[src/rtl/axi_rd_arb_pkg.sv]
// Shared constants, FSM state type and ARSIZE helper for the AXI read arbiter.
package axi_rd_arb_pkg;

  localparam logic [1:0] AXI_BURST_INCR = 2'b01;
  localparam logic [1:0] AXI_RESP_OKAY  = 2'b00;

  typedef enum logic {
    IDLE,
    ISSUE
  } state_e;

  // AXI beat size code: log2 of the number of bytes per data beat.
  function automatic logic [2:0] arsize_f(input int unsigned data_w);
    int unsigned nbytes;
    logic [2:0]  sz;
    nbytes = data_w / 8;
    sz     = '0;
    for (int unsigned k = 0; k < 8; k++) begin
      if ((32'd1 << k) == nbytes) sz = 3'(k);
    end
    return sz;
  endfunction

endpackage

[src/rtl/axi_rd_arb_if.sv]
// AXI4 read-address / read-data channel bundle between the arbiter and the TPU AXI port.
interface axi_rd_arb_if #(
  parameter int unsigned ADDR_W = 32,
  parameter int unsigned DATA_W = 64,
  parameter int unsigned ID_W   = 4
) ();

  logic [ID_W-1:0]   ARID;
  logic [ADDR_W-1:0] ARADDR;
  logic [7:0]        ARLEN;
  logic [2:0]        ARSIZE;
  logic [1:0]        ARBURST;
  logic              ARVALID;
  logic              ARREADY;
  logic [ID_W-1:0]   RID;
  logic [DATA_W-1:0] RDATA;
  logic [1:0]        RRESP;
  logic              RLAST;
  logic              RVALID;
  logic              RREADY;

  modport master (
    output ARID, ARADDR, ARLEN, ARSIZE, ARBURST, ARVALID, RREADY,
    input  ARREADY, RID, RDATA, RRESP, RLAST, RVALID
  );

  modport slave (
    input  ARID, ARADDR, ARLEN, ARSIZE, ARBURST, ARVALID, RREADY,
    output ARREADY, RID, RDATA, RRESP, RLAST, RVALID
  );

endinterface

[src/rtl/axi_rd_arb_rr_pick.sv]
// Combinational round-robin picker: first eligible index at or after ptr, wrapping.
module rr_pick #(
  parameter int unsigned N     = 2,
  parameter int unsigned IDX_W = 1
) (
  input  logic [N-1:0]     eligible,
  input  logic [IDX_W-1:0] ptr,
  output logic [N-1:0]     grant,
  output logic [IDX_W-1:0] idx,
  output logic             any
);

  always_comb begin
    int unsigned j;
    grant = '0;
    idx   = '0;
    any   = 1'b0;
    j     = 0;
    for (int unsigned off = 0; off < N; off++) begin
      j = (32'(ptr) + off) % N;
      if (!any && eligible[j]) begin
        any      = 1'b1;
        grant[j] = 1'b1;
        idx      = IDX_W'(j);
      end
    end
  end

endmodule

[src/rtl/axi_rd_arb.sv]
// Shares one AXI4 AR/R channel pair between NUM_REQ requesters; ARID = requester index.
// Define AXI_RD_ARB_FIXED_PRIO_EN for fixed priority (lowest eligible index wins).
module axi_rd_arb
  import axi_rd_arb_pkg::*;
#(
  parameter int unsigned NUM_REQ   = 2,
  parameter int unsigned ADDR_W    = 32,
  parameter int unsigned DATA_W    = 64,
  parameter int unsigned ID_W      = 4,
  parameter int unsigned MAX_OUTST = 4
) (
  input  logic                      clk,
  input  logic                      rst_n,
  input  logic [NUM_REQ-1:0]        req_vld,
  input  logic [NUM_REQ*ADDR_W-1:0] req_addr,
  input  logic [NUM_REQ*8-1:0]      req_len,
  output logic [NUM_REQ-1:0]        req_rdy,
  output logic [NUM_REQ-1:0]        rsp_vld,
  output logic [DATA_W-1:0]         rsp_data,
  output logic                      rsp_last,
  output logic                      rsp_err,
  input  logic [NUM_REQ-1:0]        rsp_rdy,
  axi_rd_arb_if.master              axi,
  output logic                      idle
);

  localparam int unsigned IDX_W    = (NUM_REQ > 1) ? $clog2(NUM_REQ) : 1;
  localparam int unsigned CNT_W    = $clog2(MAX_OUTST + 1);
  localparam logic [2:0]  ARSIZE_C = arsize_f(DATA_W);

  state_e            state_q, state_d;
  logic [IDX_W-1:0]  ptr_q, ptr_d;
  logic [IDX_W-1:0]  gnt_q, gnt_d;
  logic [ADDR_W-1:0] addr_q, addr_d;
  logic [7:0]        len_q, len_d;
  logic              arvalid_q, arvalid_d;
  logic [CNT_W-1:0]  cnt_q [NUM_REQ];
  logic [CNT_W-1:0]  cnt_d [NUM_REQ];

  logic [NUM_REQ-1:0] elig;
  logic [NUM_REQ-1:0] pick_oh;
  logic [IDX_W-1:0]   pick_idx;
  logic               pick_any;
  logic [ADDR_W-1:0]  sel_addr;
  logic [7:0]         sel_len;
  logic [NUM_REQ-1:0] rid_oh;
  logic               rid_ok;
  logic               ar_hs;
  logic               r_last_hs;
  logic [NUM_REQ-1:0] inc_v, dec_v;
  logic               cnt_zero;

  always_comb begin
    elig = '0;
    for (int unsigned i = 0; i < NUM_REQ; i++) begin
      elig[i] = req_vld[i] && (cnt_q[i] < CNT_W'(MAX_OUTST));
    end
  end

  // In the fixed-priority build ptr_q never leaves 0, so the picker degenerates.
  rr_pick #(
    .N     (NUM_REQ),
    .IDX_W (IDX_W)
  ) u_pick (
    .eligible (elig),
    .ptr      (ptr_q),
    .grant    (pick_oh),
    .idx      (pick_idx),
    .any      (pick_any)
  );

  always_comb begin
    sel_addr = '0;
    sel_len  = '0;
    for (int unsigned i = 0; i < NUM_REQ; i++) begin
      if (pick_oh[i]) begin
        sel_addr = req_addr[i*ADDR_W +: ADDR_W];
        sel_len  = req_len[i*8 +: 8];
      end
    end
  end

  assign ar_hs = arvalid_q && axi.ARREADY;

  always_comb begin
    req_rdy = '0;
    for (int unsigned i = 0; i < NUM_REQ; i++) begin
      req_rdy[i] = ar_hs && (gnt_q == IDX_W'(i));
    end
  end

  always_comb begin
    state_d   = state_q;
    ptr_d     = ptr_q;
    gnt_d     = gnt_q;
    addr_d    = addr_q;
    len_d     = len_q;
    arvalid_d = arvalid_q;
    case (state_q)
      IDLE: begin
        if (pick_any) begin
          gnt_d     = pick_idx;
          addr_d    = sel_addr;
          len_d     = sel_len;
          arvalid_d = 1'b1;
          state_d   = ISSUE;
        end
      end
      ISSUE: begin
        if (axi.ARREADY) begin
          arvalid_d = 1'b0;
          state_d   = IDLE;
`ifdef AXI_RD_ARB_FIXED_PRIO_EN
          ptr_d     = '0;
`else
          ptr_d     = (gnt_q == IDX_W'(NUM_REQ - 1)) ? '0 : gnt_q + IDX_W'(1);
`endif
        end
      end
      default: state_d = IDLE;
    endcase
  end

  // R routing is purely combinational; unknown IDs are sunk with RREADY=1.
  always_comb begin
    rid_oh = '0;
    for (int unsigned i = 0; i < NUM_REQ; i++) begin
      rid_oh[i] = (axi.RID == ID_W'(i));
    end
  end

  assign rid_ok     = |rid_oh;
  assign rsp_vld    = axi.RVALID ? rid_oh : '0;
  assign axi.RREADY = axi.RVALID && (rid_ok ? |(rid_oh & rsp_rdy) : 1'b1);
  assign rsp_data   = axi.RVALID ? axi.RDATA : '0;
  assign rsp_last   = axi.RVALID && axi.RLAST;
  assign rsp_err    = axi.RVALID && (axi.RRESP != AXI_RESP_OKAY);
  assign r_last_hs  = axi.RVALID && axi.RREADY && axi.RLAST;

  always_comb begin
    inc_v    = '0;
    dec_v    = '0;
    cnt_zero = 1'b1;
    for (int unsigned i = 0; i < NUM_REQ; i++) begin
      inc_v[i] = req_rdy[i];
      dec_v[i] = r_last_hs && rid_oh[i] && (cnt_q[i] != '0);
      cnt_d[i] = cnt_q[i];
      if (inc_v[i] && !dec_v[i]) cnt_d[i] = cnt_q[i] + CNT_W'(1);
      else if (dec_v[i] && !inc_v[i]) cnt_d[i] = cnt_q[i] - CNT_W'(1);
      if (cnt_q[i] != '0) cnt_zero = 1'b0;
    end
  end

  assign idle = (state_q == IDLE) && !(|req_vld) && cnt_zero;

  always_ff @(posedge clk or negedge rst_n) begin
    if (!rst_n) begin
      state_q   <= IDLE;
      ptr_q     <= '0;
      gnt_q     <= '0;
      addr_q    <= '0;
      len_q     <= '0;
      arvalid_q <= 1'b0;
      for (int unsigned i = 0; i < NUM_REQ; i++) cnt_q[i] <= '0;
    end else begin
      state_q   <= state_d;
      ptr_q     <= ptr_d;
      gnt_q     <= gnt_d;
      addr_q    <= addr_d;
      len_q     <= len_d;
      arvalid_q <= arvalid_d;
      for (int unsigned i = 0; i < NUM_REQ; i++) cnt_q[i] <= cnt_d[i];
    end
  end

  assign axi.ARID    = ID_W'(gnt_q);
  assign axi.ARADDR  = addr_q;
  assign axi.ARLEN   = len_q;
  assign axi.ARSIZE  = ARSIZE_C;
  assign axi.ARBURST = AXI_BURST_INCR;
  assign axi.ARVALID = arvalid_q;

endmodule
[src/flat_wrapper.sv]
// flat-port wrapper written by rule: the top's interface ports become plain ports
module axi_rd_arb_flat import axi_rd_arb_pkg::*;
#(
  parameter int unsigned NUM_REQ   = 2,
  parameter int unsigned ADDR_W    = 32,
  parameter int unsigned DATA_W    = 64,
  parameter int unsigned ID_W      = 4,
  parameter int unsigned MAX_OUTST = 4
)
  (clk, rst_n, req_vld, req_addr, req_len, req_rdy, rsp_vld, rsp_data, rsp_last, rsp_err, rsp_rdy, idle, axi_ARID, axi_ARADDR, axi_ARLEN, axi_ARSIZE, axi_ARBURST, axi_ARVALID, axi_RREADY, axi_ARREADY, axi_RID, axi_RDATA, axi_RRESP, axi_RLAST, axi_RVALID);
  axi_rd_arb_if #(.ADDR_W(ADDR_W), .DATA_W(DATA_W), .ID_W(ID_W)) axi_i ();
  input  logic clk;
  input  logic rst_n;
  input  logic [NUM_REQ-1:0] req_vld;
  input  logic [NUM_REQ*ADDR_W-1:0] req_addr;
  input  logic [NUM_REQ*8-1:0] req_len;
  output logic [NUM_REQ-1:0] req_rdy;
  output logic [NUM_REQ-1:0] rsp_vld;
  output logic [DATA_W-1:0] rsp_data;
  output logic rsp_last;
  output logic rsp_err;
  input  logic [NUM_REQ-1:0] rsp_rdy;
  output logic idle;
  output wire logic [$bits(axi_i.ARID)-1:0] axi_ARID;
  output wire logic [$bits(axi_i.ARADDR)-1:0] axi_ARADDR;
  output wire logic [$bits(axi_i.ARLEN)-1:0] axi_ARLEN;
  output wire logic [$bits(axi_i.ARSIZE)-1:0] axi_ARSIZE;
  output wire logic [$bits(axi_i.ARBURST)-1:0] axi_ARBURST;
  output wire logic [$bits(axi_i.ARVALID)-1:0] axi_ARVALID;
  output wire logic [$bits(axi_i.RREADY)-1:0] axi_RREADY;
  input wire logic [$bits(axi_i.ARREADY)-1:0] axi_ARREADY;
  input wire logic [$bits(axi_i.RID)-1:0] axi_RID;
  input wire logic [$bits(axi_i.RDATA)-1:0] axi_RDATA;
  input wire logic [$bits(axi_i.RRESP)-1:0] axi_RRESP;
  input wire logic [$bits(axi_i.RLAST)-1:0] axi_RLAST;
  input wire logic [$bits(axi_i.RVALID)-1:0] axi_RVALID;
  assign axi_ARID = axi_i.ARID;
  assign axi_ARADDR = axi_i.ARADDR;
  assign axi_ARLEN = axi_i.ARLEN;
  assign axi_ARSIZE = axi_i.ARSIZE;
  assign axi_ARBURST = axi_i.ARBURST;
  assign axi_ARVALID = axi_i.ARVALID;
  assign axi_RREADY = axi_i.RREADY;
  assign axi_i.ARREADY = axi_ARREADY;
  assign axi_i.RID = axi_RID;
  assign axi_i.RDATA = axi_RDATA;
  assign axi_i.RRESP = axi_RRESP;
  assign axi_i.RLAST = axi_RLAST;
  assign axi_i.RVALID = axi_RVALID;
  axi_rd_arb #(.NUM_REQ(NUM_REQ), .ADDR_W(ADDR_W), .DATA_W(DATA_W), .ID_W(ID_W), .MAX_OUTST(MAX_OUTST)) u_core (.clk(clk), .rst_n(rst_n), .req_vld(req_vld), .req_addr(req_addr), .req_len(req_len), .req_rdy(req_rdy), .rsp_vld(rsp_vld), .rsp_data(rsp_data), .rsp_last(rsp_last), .rsp_err(rsp_err), .rsp_rdy(rsp_rdy), .axi(axi_i), .idle(idle));
endmodule
[config.mk]
export PLATFORM = sky130hd
export DESIGN_NAME = axi_rd_arb_flat
export DESIGN_NICKNAME = d
export VERILOG_FILES = /design/src/rtl/axi_rd_arb_pkg.sv /design/src/rtl/axi_rd_arb_if.sv /design/src/rtl/axi_rd_arb_rr_pick.sv /design/src/rtl/axi_rd_arb.sv /design/src/flat_wrapper.sv
export SDC_FILE = /design/constraint.sdc
export NUM_CORES = 1
export LEC_CHECK = 0
export ABC_AREA = 1
export CELL_PAD_IN_SITES_DETAIL_PLACEMENT = 2
export CELL_PAD_IN_SITES_GLOBAL_PLACEMENT = 2
export CORE_MARGIN = 2
export CORE_UTILIZATION = 14
export DETAILED_ROUTE_END_ITERATION = 10
export HOLD_SLACK_MARGIN = 0.03
export PLACE_DENSITY_LB_ADDON = 0.1
export SYNTH_ARGS = -nofsm -noshare
export SYNTH_HDL_FRONTEND = slang
export SYNTH_HIERARCHICAL = 1
export SYNTH_SLANG_ARGS = --single-unit
[constraint.sdc]
create_clock -name clk -period 2.1 [get_ports clk]
set_clock_uncertainty 0.05 [all_clocks]
set_input_delay 0.42 -clock clk [delete_from_list [all_inputs] [get_ports clk]]
set_output_delay 0.42 -clock clk [all_outputs]
set_load 0.02 [all_outputs]
After elaboration in Yosys (flattened, before gate mapping) --
Cells that the tools add are included. W data, S select, Z words.
Operators by class: $add $sub $neg 6, multipliers 0, divide/modulo/power cells 0, $lt $le $gt $ge 6, eq/ne operators 3, shift-type cells 0, multiplexer cells 34, bitwise operators 4, reduce and logical (&&, ||, !) cells 41
Operators with widths (count):
- $mux W32 | 2
- $mux W64 | 1
- $logic_and A1 B1 Y1 | 23
- $mux W1 | 18
- $mux W8 | 2
- $mux W3 | 4
- $add A3 B1 Y3 const B | 2
- $logic_not A1 Y1 | 6
- $lt A3 B3 Y1 const B | 2
- $mux W2 | 3
- $reduce_and A2 Y1 | 3
- $reduce_bool A2 Y1 | 3
- $reduce_bool A3 Y1 | 2
- $reduce_or A2 Y1 | 3
- $sub A3 B1 Y3 const B | 2
- $eq A4 B1 Y1 const B | 1
- $logic_not A4 Y1 | 1
- $lt A1 B2 Y1 const B | 2
- $pmux W1 S2 | 2
- $add A1 B1 Y1 const B | 2
- $and A2 B2 Y2 | 1
- $demux W1 S1 | 2
- $ge A1 B1 Y1 const B | 2
- $ne A2 B1 Y1 const B | 1
- other kinds (3) | 4
Word-level totals: flip-flop bits (word level) 50, bits in latches 0, bits in writable memories 0, bits in read-only memories 0, input bits 159, memories 0

Longest topological paths before layout --
depth in word-level cells 12, mapped depth 13, depth with buffers taken out 13

Hierarchy --
Netlist, hierarchy kept.
By module, submodules not included:
- axi_rd_arb | times used 1, cells each 458, area an instance 3099.2 um^2
- rr_pick | times used 1, cells each 14, area an instance 55.1 um^2

Least setup slack after synthesis --
OpenSTA, ideal clock, no wires.
kind register to register, from reg u_core.arvalid_q, in the netlist u_core/axi.ARVALID, to reg u_core/cnt_q[2] (netlist bit), library setup time 0.117 ns, arrival 1.777 ns, data required time 1.933 ns, path slack 0.156 ns, cell stages (with the launch flop) 10, path buffers 0, clock period less this slack 1.944 ns, cells stage by stage dfrtp_1 -> nand2_1 -> nor2_1 -> ha_1 -> inv_1 -> fa_1 -> nand2_1 -> nand3_1 -> nand2_1 -> nand2_1
Between the ends: cells in the longest elaborated chain, start to end 5, elaborated cells between the ends (all ways) 7, classes of those cells mux: 1; reduce/logical: 6
RTL lines:
- start: declaration | RTL line axi_rd_arb.sv:36 | logic arvalid_q, arvalid_d;
- start signal: assignment | RTL line axi_rd_arb.sv:171 | arvalid_q <= arvalid_d;
- $logic_and A1 B1 Y1 * | RTL line axi_rd_arb.sv:83 | assign ar_hs = arvalid_q && axi.ARREADY;
- $logic_and A1 B1 Y1 * | RTL line axi_rd_arb.sv:88 | req_rdy[i] = ar_hs && (gnt_q == IDX_W'(i));
- via req_rdy[1] | RTL line flat_wrapper.sv:17 | output logic [NUM_REQ-1:0] req_rdy;
- $logic_not A1 Y1 | RTL line axi_rd_arb.sv:149 | else if (dec_v[i] && !inc_v[i]) cnt_d[i] = cnt_q[i] - CNT_W'(1);
- $logic_and A1 B1 Y1 | RTL line axi_rd_arb.sv:149
- $reduce_bool A2 Y1 (no line)
- end: declaration | RTL line axi_rd_arb.sv:37 | logic [CNT_W-1:0] cnt_q [NUM_REQ];
Mark *: on every way through the listed nets, which the timed path passes. The rest lies on a longest branch. A chain may end at the register's enable or synchronous reset.

Worst setup path after layout --
from in axi_RDATA[6], to out rsp_data[6]
Between the ends: cells in the longest elaborated chain, start to end 1
RTL lines:
- start: declaration | RTL line flat_wrapper.sv:33 | input wire logic [$bits(axi_i.RDATA)-1:0] axi_RDATA;
- $mux W64 | RTL line axi_rd_arb.sv:135 | assign rsp_data = axi.RVALID ? axi.RDATA : '0;
- end: declaration | RTL line flat_wrapper.sv:19 | output logic [DATA_W-1:0] rsp_data;
Every way passes these cells.

==> results.json <==
{
  "outcome": "finished clean",
  "fin_hold_ws_ns": 0.06317,
  "path_cells": "clkdlybuf4s50_1, nand2_1, inv_1, clkdlybuf4s50_1",
  "synth_top_family_by_area": "simple AND/OR/NAND/NOR gates",
  "crit_start": "axi_RDATA[6]",
  "area_growth_pct": 113.1,
  "clock_latency_ns": 0.29,
  "antennaDiodeCount": 0,
  "fin_crit_sh_pct": 98.60,
  "port_buffers": 272,
  "grt_pass1_wl_mm": 25.74,
  "layout_common_cells": "clkdlybuf4s50_1 (228), nand2_1 (131), inv_1 (82)",
  "worstPathRequired_ns": 1.63,
  "h-tree-depth": 2,
  "hold_viol": 0,
  "grt_overflow": 0,
  "synth_compound_area_share_pct": 8.806,
  "numCtsBuffers": 5,
  "synth_simple_gate_area_share_pct": 31.38,
  "critical_path_buf_inv_count": 3,
  "critPathMaxFanout": 1,
  "crit_arrival_ns": 1.60,
  "start_util_pct": 14.36,
  "die_x_microns": 154.1,
  "rsz0062_at_grt": "false",
  "path_depth": 4,
  "clk_pin_slew_worst_paths_ns": 0.07,
  "powerDensity_mw_per_mm2": 1096,
  "path_class": "input pin to output port",
  "coreArea_sq_mm": 0.02196,
  "timing.final.ws_setup_ns": 0.02940,
  "cts_tree": "yes",
  "gp_congestion": 0.7525,
  "hold_class": "input pin to asynchronous set/reset pin",
  "max_stage_delay_ns": 0.61,
  "synth.mux.area_fraction_pct": 0,
  "syn_area_sq_mm": 0.003154,
  "synth_xor_xnor_area_share_pct": 0.5553,
  "seq_area_sq_mm": 0.001251,
  "yosys-top-cells-area": "dfrtp_1 (40%), nand2_1 (16%), inv_1 (10%)",
  "max_freq_mhz": 483.0,
  "r2r_end": "u_core/axi.ARADDR[7]",
  "ys_seq_area_share_pct": 39.67,
  "grt_pass1_vias": 4512,
  "clock-sinks": 50,
  "yosysWarnings": 6,
  "wl_per_cell_microns": 16.25,
  "period_minus_slack_ns": 2.071,
  "hpwlAfterDp_mm": 13.59,
  "utilization_pct": 30.60,
  "post_synth_inst_count": 472,
  "rows": 54,
  "synthAdderAreaFrac_pct": 2.063,
  "drtIter0Drc": 100,
  "tns_ns": 0,
  "first_pass_iters": 4,
  "final_common_cell": "clkdlybuf4s50_1",
  "setup_viol": 0,
  "clk_path_buf_depth": 2,
  "r2r_start": "u_core/cnt_q[5]",
  "fin_nets": 919,
  "ys_seq_elements": 50,
  "grt_max_degree": 51,
  "r2r_cells": 12,
  "ctsHoldBuffers": 0,
  "yosysTopAreaCell": "dfrtp_1",
  "total_leakage_power_nw": 3.495,
  "cp_slowest_cell": "clkdlybuf4s50_1",
  "ios": 281,
  "via_per_inst": 3.968,
  "root_buffer": "clkbuf_16",
  "timing.max_cap.violations": 0,
  "die_y_microns": 154.1,
  "antenna_found_initial": 0,
  "rrSetupSlack_ns": 0.27,
  "route.detailed.drc": 0,
  "cp_top_family": "buffers and inverters",
  "synth_cell_type_count": 22,
  "crit_path_end": "rsp_data[6]",
  "totalWireLength_mm": 16.85,
  "irDropWorstVdd_uv": 451.4,
  "die_area_sq_mm": 0.02375,
  "layout-drive-gt1-share_pct": 9.908,
  "fillers": 2513,
  "critPathLaunchType": "input pin",
  "pre_cts_slack_ns": -0.5333,
  "cpMostUsedCell": "clkdlybuf4s50_1",
  "grt_usage_pct": 13.70,
  "antenna_left": 0,
  "avgSynthCellArea_sq_um": 6.683,
  "slew_violations": 0,
  "crit_path_end_kind": "output port",
  "multiInputGateArea_sq_mm": 0.001468,
  "vias": 4115,
  "synth_top_area_share_pct": 39.67
}
timing repair:
item,CTS,global route
buffers inserted,0,1
pin swaps,9,9
hold endpoints to repair,0,0
cloned,0,1
gates resized for setup,38,38
setup endpoints to repair,29,80
through the flow:
| step | instances | instance area (sq um) | power, mW |
|---|---|---|---|
| 4_1_cts | 1035 | 6585 | 7.351 |
| 3_3_place_gp | 1027 | 6375 | 6.190 |
| 2_1_floorplan | 478 | 3177 | 4.090 |
| 5_1_grt | 1037 | 6720 | 7.994 |
| 3_5_place_dp | 1027 | 6375 | 6.353 |
| 6_report | 1037 | 6720 | 7.367 |
Yosys cell counts, drive strengths merged:
cell type and n:
o21a 1, nand3 46, fa 2, conb 2, nand2 134, inv 86
clkbuf 7, a31oi 40, nor2 61, buf 31, dfrtp 50, xnor2 2
o21ai 3, nor3 2, nand4 2, ha 2, a21oi 1
worst min path at each step:
stage	slack (ns)	end
2_1_floorplan	0.07	u_core/axi.ARADDR[0]
3_3_place_gp	0.40	u_core/axi.ARADDR[29]
3_5_place_dp	0.40	u_core/axi.ARADDR[29]
4_1_cts	0.08	u_core/axi.ARADDR[29]
5_1_grt	0.09	u_core/axi.ARADDR[29]
6_report	0.06	u_core/axi.ARADDR[28]
power breakdown:
part / total (mW) / internal [mW] / switching (mW)
Combinational: 4.65 / 2.19 / 2.46
Sequential: 1.79 / 1.49 / 0.302
Clock: 0.923 / 0.541 / 0.382
Total: 7.37 / 4.22 / 3.14
layer usage:
metal  part of all wire (%)  up-vias  track usage [%]  wire length, microns
li1                       -     1995                -                     -
met1                     39     1982            15.23                  6524
met2                     55      125            26.93                  9341
met3                    4.7       13            2.565                   786
met4                    1.2        0            2.715                   198
met5                      0        -                0                     0
sequential cells by signal (all words and copies together) (netlist names):
name,cells
u_core/ptr_q,1
u_core/gnt_q,1
u_core/axi.ARADDR,32
u_core/cnt_q,6
u_core/state_q,1
u_core/axi.ARVALID,1
u_core/axi.ARLEN,8
cell families (layout without fill, tap and decap cells):
kind of cell / after synthesis / after routing
compound gates: 45 / 45
xor+xnor: 2 / 2
fa+ha+maj: 4 / 4
buf+inv: 124 / 403
flops: 50 / 50
other cells: 2 / 8
simple gates: 245 / 245
worst register-to-register path: cells and delay by family, from the launching register on:
family          cells  cell delay (ns)
compound gates      1             0.16
simple gates        6             0.53
buf+inv             5             0.60
flops               1             0.39
layout make-up:
type | instances | share of cell area, %
Timing Repair Buffer | 309 | 47.05
Tap cell | 280 | 5.213
Sequential cell | 50 | 18.62
Multi-Input combinational cell | 304 | 21.84
Clock buffer | 8 | 2.476
Inverter | 86 | 4.804
Power figures use the tool's default switching activity.
